--- src/rtl/seg_pkg.sv ---
// Shared 7-segment definitions: segment bit positions, digit glyphs, decoder FSM states
// and the glyph <-> digit conversion helpers used by the driver and the decoder.
package seg_pkg;

  localparam int SEG_A  = 0;
  localparam int SEG_B  = 1;
  localparam int SEG_C  = 2;
  localparam int SEG_D  = 3;
  localparam int SEG_E  = 4;
  localparam int SEG_F  = 5;
  localparam int SEG_G  = 6;
  localparam int SEG_DP = 7;

  localparam logic [7:0] SEG_0     = 8'h3F;
  localparam logic [7:0] SEG_1     = 8'h06;
  localparam logic [7:0] SEG_2     = 8'h5B;
  localparam logic [7:0] SEG_3     = 8'h4F;
  localparam logic [7:0] SEG_4     = 8'h66;
  localparam logic [7:0] SEG_5     = 8'h6D;
  localparam logic [7:0] SEG_6     = 8'h7D;
  localparam logic [7:0] SEG_7     = 8'h07;
  localparam logic [7:0] SEG_8     = 8'h7F;
  localparam logic [7:0] SEG_9     = 8'h6F;
  localparam logic [7:0] SEG_ERR   = 8'h79;
  localparam logic [7:0] SEG_BLANK = 8'h00;

  typedef enum logic [1:0] {
    ST_IDLE    = 2'd0,
    ST_QUALIFY = 2'd1,
    ST_PRESENT = 2'd2
  } seg_state_e;

  typedef struct packed {
    logic [3:0] digit;
    logic       err;
  } seg_dec_t;

  // The "E" glyph is a legitimate driver output, so it decodes cleanly with err=0.
  function automatic seg_dec_t seg_decode(input logic [6:0] glyph);
    seg_dec_t d;
    d.digit = 4'hF;
    d.err   = 1'b0;
    case (glyph)
      SEG_0[6:0]:   d.digit = 4'd0;
      SEG_1[6:0]:   d.digit = 4'd1;
      SEG_2[6:0]:   d.digit = 4'd2;
      SEG_3[6:0]:   d.digit = 4'd3;
      SEG_4[6:0]:   d.digit = 4'd4;
      SEG_5[6:0]:   d.digit = 4'd5;
      SEG_6[6:0]:   d.digit = 4'd6;
      SEG_7[6:0]:   d.digit = 4'd7;
      SEG_8[6:0]:   d.digit = 4'd8;
      SEG_9[6:0]:   d.digit = 4'd9;
      SEG_ERR[6:0]: d.digit = 4'hE;
      default: begin
        d.digit = 4'hF;
        d.err   = 1'b1;
      end
    endcase
    return d;
  endfunction

  function automatic logic [7:0] seg_encode(input logic [3:0] digit, input logic dp);
    logic [7:0] pat;
    case (digit)
      4'd0:    pat = SEG_0;
      4'd1:    pat = SEG_1;
      4'd2:    pat = SEG_2;
      4'd3:    pat = SEG_3;
      4'd4:    pat = SEG_4;
      4'd5:    pat = SEG_5;
      4'd6:    pat = SEG_6;
      4'd7:    pat = SEG_7;
      4'd8:    pat = SEG_8;
      4'd9:    pat = SEG_9;
      default: pat = SEG_ERR;
    endcase
    pat[SEG_DP] = dp;
    return pat;
  endfunction

endpackage

--- src/rtl/seg_sync2.sv ---
// Two-flop synchronizer for asynchronous pad inputs; cleared by the synchronous reset.
module seg_sync2 #(
  parameter int DATA_W = 8
) (
  input  logic              CLOCK,
  input  logic              RESET_N,
  input  logic [DATA_W-1:0] d,
  output logic [DATA_W-1:0] q
);

  logic [DATA_W-1:0] meta_p0;

  always_ff @(posedge CLOCK) begin
    if (!RESET_N) begin
      meta_p0 <= '0;
      q       <= '0;
    end else begin
      meta_p0 <= d;
      q       <= meta_p0;
    end
  end

endmodule

--- src/rtl/segment_decoder.sv ---
// Reads a 7-segment bus back as numbers: synchronizes it, waits for a stable new pattern,
// decodes it and holds the result on a valid/ready port until the consumer takes it.
module segment_decoder
  import seg_pkg::*;
#(
  parameter int STABLE_CYCLES = 4,
  parameter int CNT_W         = 8
) (
  input  logic             CLOCK,
  input  logic             RESET_N,
  input  logic [7:0]       seg_in,
  input  logic             out_ready,
  output logic             out_valid,
  output logic [3:0]       digit_out,
  output logic             dp_out,
  output logic             err_out,
  output logic             overrun,
  output logic [CNT_W-1:0] evt_count
);

  localparam logic [7:0] STAB_TGT = 8'(STABLE_CYCLES);

  function automatic logic [7:0] sat_inc(input logic [7:0] v);
    return (v == 8'hFF) ? v : v + 8'd1;
  endfunction

  logic [7:0]       seg_s;
  seg_state_e       state, state_nxt;
  logic [7:0]       cand, cand_nxt;
  logic [7:0]       stab_cnt, stab_nxt;
  logic [7:0]       last_pat, last_nxt;
  logic             valid_nxt, dp_nxt, err_nxt, ovr_nxt;
  logic [3:0]       digit_nxt;
  logic [CNT_W-1:0] cnt_nxt;
  logic [6:0]       cand_glyph;
  seg_dec_t         cand_dec;
  logic             accept;

  // Stage 0 -> 1: pad synchronization; nothing else touches seg_in
  seg_sync2 #(.DATA_W(8)) u_sync (
    .CLOCK   (CLOCK),
    .RESET_N (RESET_N),
    .d       (seg_in),
    .q       (seg_s)
  );

  assign cand_glyph = {cand[SEG_G], cand[SEG_F], cand[SEG_E], cand[SEG_D],
                       cand[SEG_C], cand[SEG_B], cand[SEG_A]};
  assign cand_dec   = seg_decode(cand_glyph);
  assign accept     = out_valid && out_ready;

  // Stage 1 -> 2: qualification FSM and output register
  always_comb begin
    state_nxt = state;
    cand_nxt  = cand;
    stab_nxt  = stab_cnt;
    last_nxt  = last_pat;
    valid_nxt = out_valid;
    digit_nxt = digit_out;
    dp_nxt    = dp_out;
    err_nxt   = err_out;
    ovr_nxt   = overrun;
    cnt_nxt   = evt_count;
    case (state)
      ST_IDLE: begin
        if (seg_s != last_pat) begin
          cand_nxt  = seg_s;
          stab_nxt  = 8'd1;
          state_nxt = ST_QUALIFY;
        end
      end
      ST_QUALIFY: begin
        // Once the count is reached the candidate is committed even if seg_s moves now.
        if (stab_cnt >= STAB_TGT) begin
          last_nxt = cand;
          if (cand != SEG_BLANK) begin
            valid_nxt = 1'b1;
            digit_nxt = cand_dec.digit;
            dp_nxt    = cand[SEG_DP];
            err_nxt   = cand_dec.err;
            state_nxt = ST_PRESENT;
          end else begin
            state_nxt = ST_IDLE;
          end
        end else if (seg_s != cand) begin
          if (seg_s == last_pat) begin
            state_nxt = ST_IDLE;
          end else begin
            cand_nxt = seg_s;
            stab_nxt = 8'd1;
          end
        end else begin
          stab_nxt = sat_inc(stab_cnt);
        end
      end
      ST_PRESENT: begin
        // Keep tracking the bus so a stable newer pattern can be flagged as lost.
        if (seg_s != cand) begin
          cand_nxt = seg_s;
          stab_nxt = 8'd1;
        end else begin
          stab_nxt = sat_inc(stab_cnt);
        end
        if (accept) begin
          valid_nxt = 1'b0;
          cnt_nxt   = evt_count + CNT_W'(1);
          state_nxt = ST_IDLE;
        end else if ((cand != last_pat) && (stab_cnt >= STAB_TGT)) begin
          ovr_nxt = 1'b1;
        end
      end
      default: state_nxt = ST_IDLE;
    endcase
  end

  always_ff @(posedge CLOCK) begin
    if (!RESET_N) begin
      state     <= ST_IDLE;
      cand      <= 8'h00;
      stab_cnt  <= 8'h00;
      last_pat  <= 8'h00;
      out_valid <= 1'b0;
      digit_out <= 4'h0;
      dp_out    <= 1'b0;
      err_out   <= 1'b0;
      overrun   <= 1'b0;
      evt_count <= '0;
    end else begin
      state     <= state_nxt;
      cand      <= cand_nxt;
      stab_cnt  <= stab_nxt;
      last_pat  <= last_nxt;
      out_valid <= valid_nxt;
      digit_out <= digit_nxt;
      dp_out    <= dp_nxt;
      err_out   <= err_nxt;
      overrun   <= ovr_nxt;
      evt_count <= cnt_nxt;
    end
  end

endmodule

--- config.mk ---
export PLATFORM = sky130hd
export DESIGN_NAME = segment_decoder
export DESIGN_NICKNAME = d
export VERILOG_FILES = /design/src/rtl/seg_pkg.sv /design/src/rtl/seg_sync2.sv /design/src/rtl/segment_decoder.sv
export SDC_FILE = /design/constraint.sdc
export NUM_CORES = 1
export LEC_CHECK = 0
export ABC_CLOCK_PERIOD_IN_PS = 3300
export BUFFER_PORTS_ARGS = -buffer_cell sky130_fd_sc_hd__buf_2
export CAP_MARGIN = 30
export CORE_MARGIN = 10
export CORE_UTILIZATION = 60
export DETAILED_ROUTE_END_ITERATION = 6
export GPL_TIMING_DRIVEN = 0
export HOLD_SLACK_MARGIN = 0.15
export PLACE_DENSITY_LB_ADDON = 0.3
export SLEW_MARGIN = 20
export SYNTH_ARGS = -nofsm -noshare
export SYNTH_HDL_FRONTEND = slang
export SYNTH_SLANG_ARGS = --single-unit
--- constraint.sdc ---
create_clock -name CLOCK -period 3.3 [get_ports CLOCK]
set_clock_uncertainty 0.05 [all_clocks]
set_input_delay 0.165 -clock CLOCK [delete_from_list [all_inputs] [get_ports CLOCK]]
set_output_delay 0.165 -clock CLOCK [all_outputs]
set_load 0.05 [all_outputs]
==> impl_metrics.py <==
metrics = {
    "outcome": {
        "status": "finished clean",
    },
    "synth": {
        "synth_cell_type_count": 51,
        "synth_enable_flop_cells": 0,
        "netlist_area_um2": 2890,
        "syn_inst": 324,
        "synthArstFlopShare_pct": 0,
        "synth_nets": 341,
        "yosysSeqAreaShare_pct": 40.2,
        "syn_area_per_cell_um2": 8.91,
        "yosys_warnings": 0,
        "synth_seq_cells": 58,
        "synth_flop_cell": "dfxtp_1",
    },
    "power": {
        "p_leak_uw": 0.00149,
        "peakVddDrop_uv": 347,
        "power_density_nw_per_um2": 501,
    },
    "worst_setup_path": {
        "critPathLaunchType": "register",
        "rr_endpoint": "cand[7]",
        "path_max_fanout": 10,
        "reg2reg_depth": 7,
        "crit_end": "cand[7]",
        "critPathSlowestCell": "nor3_4",
        "reg2reg_slack_ns": 1.15,
        "critical_path_class": "reg -> reg",
        "end_kind": "register",
        "crit_family": "simple AND/OR/NAND/NOR gates",
        "critPathBufInv": 1,
        "critPathLaunch": "cand[4]",
        "path_depth": 7,
        "critPathMaxStageDelay_ns": 0.49,
        "cp.arrival_ns": 2.36,
        "rr_startpoint": "cand[4]",
        "cp_cell_sequence": "buf_6 -> xor2_1 -> nor2_1 -> nand4_1 -> and4_4 -> nor3_4 -> mux2i_1",
        "crit_required_ns": 3.51,
    },
    "timing": {
        "rsz0062_at_grt": "false",
        "fin_tns_setup_ns": 0,
        "setup-violations-final": 0,
        "fin_crit_ns": 2.15,
        "final-hold-violation-count": 0,
        "worst_slew_pin_slew_ns": 0.582,
        "slew_headroom_pct": 61.0,
        "min_period_over_period_pct": 65.0,
        "slew_violations": 0,
        "clock.fmax_ghz": 0.466,
    },
    "cells_and_area": {
        "nNetsFinal": 387,
        "fin_util_pct": 71.8,
        "syn_to_final_growth_pct": 16.7,
        "fillers": 344,
        "drive_gt1_share_pct": 17.3,
        "n_antenna_cell": 0,
        "finish.instance_area_um2": 3370,
    },
    "floorplan": {
        "core-area_um2": 4690,
        "dieArea_um2": 7980,
        "io_pins": 27,
        "start_util_pct": 61.5,
        "rows": 25,
        "die_h_um": 89.3,
        "die_w_um": 89.3,
    },
    "clock_tree": {
        "cts_max_level": 3,
        "cts_root_buf": "clkbuf_8",
        "cts_inserted_buffers": 9,
        "cts_buffer_depth": 2,
        "clk_latency_ns": 0.34,
        "cts.sinks": 58,
        "clk_pin_slew_ns": 0.06,
        "tritoncts": "built",
    },
    "hold_path": {
        "hold_class": "in -> reg",
        "hp-start": "RESET_N",
        "hold_path_depth": 4,
    },
    "route": {
        "vias": 2424,
        "dr.pass1.iters": 4,
        "wl_um": 6570,
        "vias_per_cell": 5.65,
        "ant_nets": 0,
        "drtIter0Drc": 257,
        "wl_per_cell_um": 15.3,
        "drc": 0,
    },
    "placed_design": {
        "dpl_cell_area_um2": 3080,
        "dpl.hpwl_um": 4520,
        "portBuffers": 26,
        "routabilityCongestion": 0.842,
    },
    "global_routing": {
        "antenna_found_initial": 0,
        "grt_pass1_vias": 2376,
        "grt_max_degree": 11,
        "grt_util_all_layers_pct": 18.0,
        "grt_overflow": 0,
        "grt_pass1_wl_um": 11100,
    },
    "job": {
        "max-cap-violations": 0,
    },
}
==> metal layers <==
| metal | GRT usage (%) | share of wire (%) | wire [um] |
|---|---|---|---|
| met3 | 5.20 | 7.7 | 508 |
| met1 | 22.2 | 43 | 2830 |
| met5 | 0 | 0 | 0 |
| met4 | 7.95 | 1.5 | 97 |
| met2 | 28.3 | 48 | 3130 |
==> stage by stage <==
stage               hold WS, ns  total power [uW]  setup WS [ns]  cells
floorplan                 0.242               975           1.38    324
global placement          0.320              1030           1.20    404
detailed placement        0.324              1040           1.18    404
CTS                       0.163              1690           1.15    429
global route              0.223              1770          0.913    429
finish                    0.169              1690           1.15    429
==> synthesized netlist by cell type (6+ instances only) <==
cell / number / area (um^2)
dfxtp_1: 58 / 1160
nand2_1: 39 / 146
nor2_1: 29 / 109
xnor2_1: 10 / 87.6
nor3_1: 6 / 30.0
mux2i_1: 17 / 170
a21oi_1: 13 / 65.1
and2_1: 17 / 106
inv_1: 10 / 37.5
ha_1: 6 / 75.1
clkbuf_1: 10 / 37.5
and3_1: 6 / 37.5
nand4_1: 7 / 43.8
xor2_1: 22 / 193
==> sequential cells by signal (all words and copies together) (netlist names) <==
signal / cells
state: 2
u_sync.meta_p0: 8
out_valid: 1
overrun: 1
last_pat: 8
err_out: 1
evt_count: 8
digit_out: 4
dp_out: 1
cand: 8
u_sync.q: 8
stab_cnt: 8
==> what timing repair did <==
action / in CTS / in global routing
hold buffers: 9 / 0
setup buffers: 0 / 0
endpoints found under the hold margin: 9 / 0
gates resized for setup: 0 / 0
endpoints found under the setup margin: 0 / 0
==> final cells by class <==
type	count	area, um^2	area share (%)
multi-input combinational	238	1590	47.1
sequential	58	1160	34.5
timing repair buffer	35	220	6.54
clock buffer	11	141	4.20
buffer	18	98.8	2.93
tap	54	67.6	2.01
clock inverter	5	53.8	1.60
inverter	10	37.5	1.11
==> logic make-up after synthesis <==
family / after synthesis / synth area share (%)
AO/OA/AOI/OAI: 51 / 13.1
buffers and inverters: 28 / 4.73
flip-flops: 58 / 40.2
AND/OR/NAND/NOR: 132 / 23.8
multiplexers: 17 / 5.90
XOR/XNOR: 32 / 9.71
adder cells (fa/ha/maj): 6 / 2.60
==> where the power goes <==
group	switching, uW	total [uW]	internal, uW	leakage [uW]
clock	284	651	367	0.000103
sequential	17.7	740	722	0.000472
combinational	175	295	120	0.000914
total	477	1690	1210	0.00149
==> worst min path at each step <==
| stage | endpoint | slack, ns |
|---|---|---|
| CTS | stab_cnt[6] | 0.16 |
| finish | stab_cnt[6] | 0.17 |
| floorplan | u_sync.meta_p0[0] | 0.24 |
| detailed placement | u_sync.meta_p0[2] | 0.32 |
| global route | stab_cnt[6] | 0.22 |
| global placement | u_sync.meta_p0[2] | 0.32 |
==> layout by cell type (no fill, tap or decap), types with 2 or more instances in the layout <==
master,n
a211oi_1,2
a21oi_1,13
a22o_1,2
a311oi_1,5
a31oi_1,2
a41oi_1,3
and2_1,17
and3_1,6
and4_1,2
buf_2,30
buf_6,3
clkbuf_1,11
clkbuf_8,10
clkinv_2,3
dfxtp_1,58
dlygate4sd3_1,9
ha_1,6
inv_1,10
mux2i_1,17
nand2_1,39
nand2b_1,3
nand3_1,5
nand4_1,7
nor2_1,29
nor3_1,6
nor3_2,2
nor4_1,2
o21a_1,3
o21ai_0,5
o221a_2,2
o22ai_1,4
or2_2,2
or3_1,4
xnor2_1,10
xor2_1,22
==> worst min-delay path, cell delays in order <==
cell	delay (ns)
buf_2	0.12
inv_1	0.06
or3_1	0.10
o22ai_1	0.06
No activity file was read; power rests on OpenSTA's default activity.
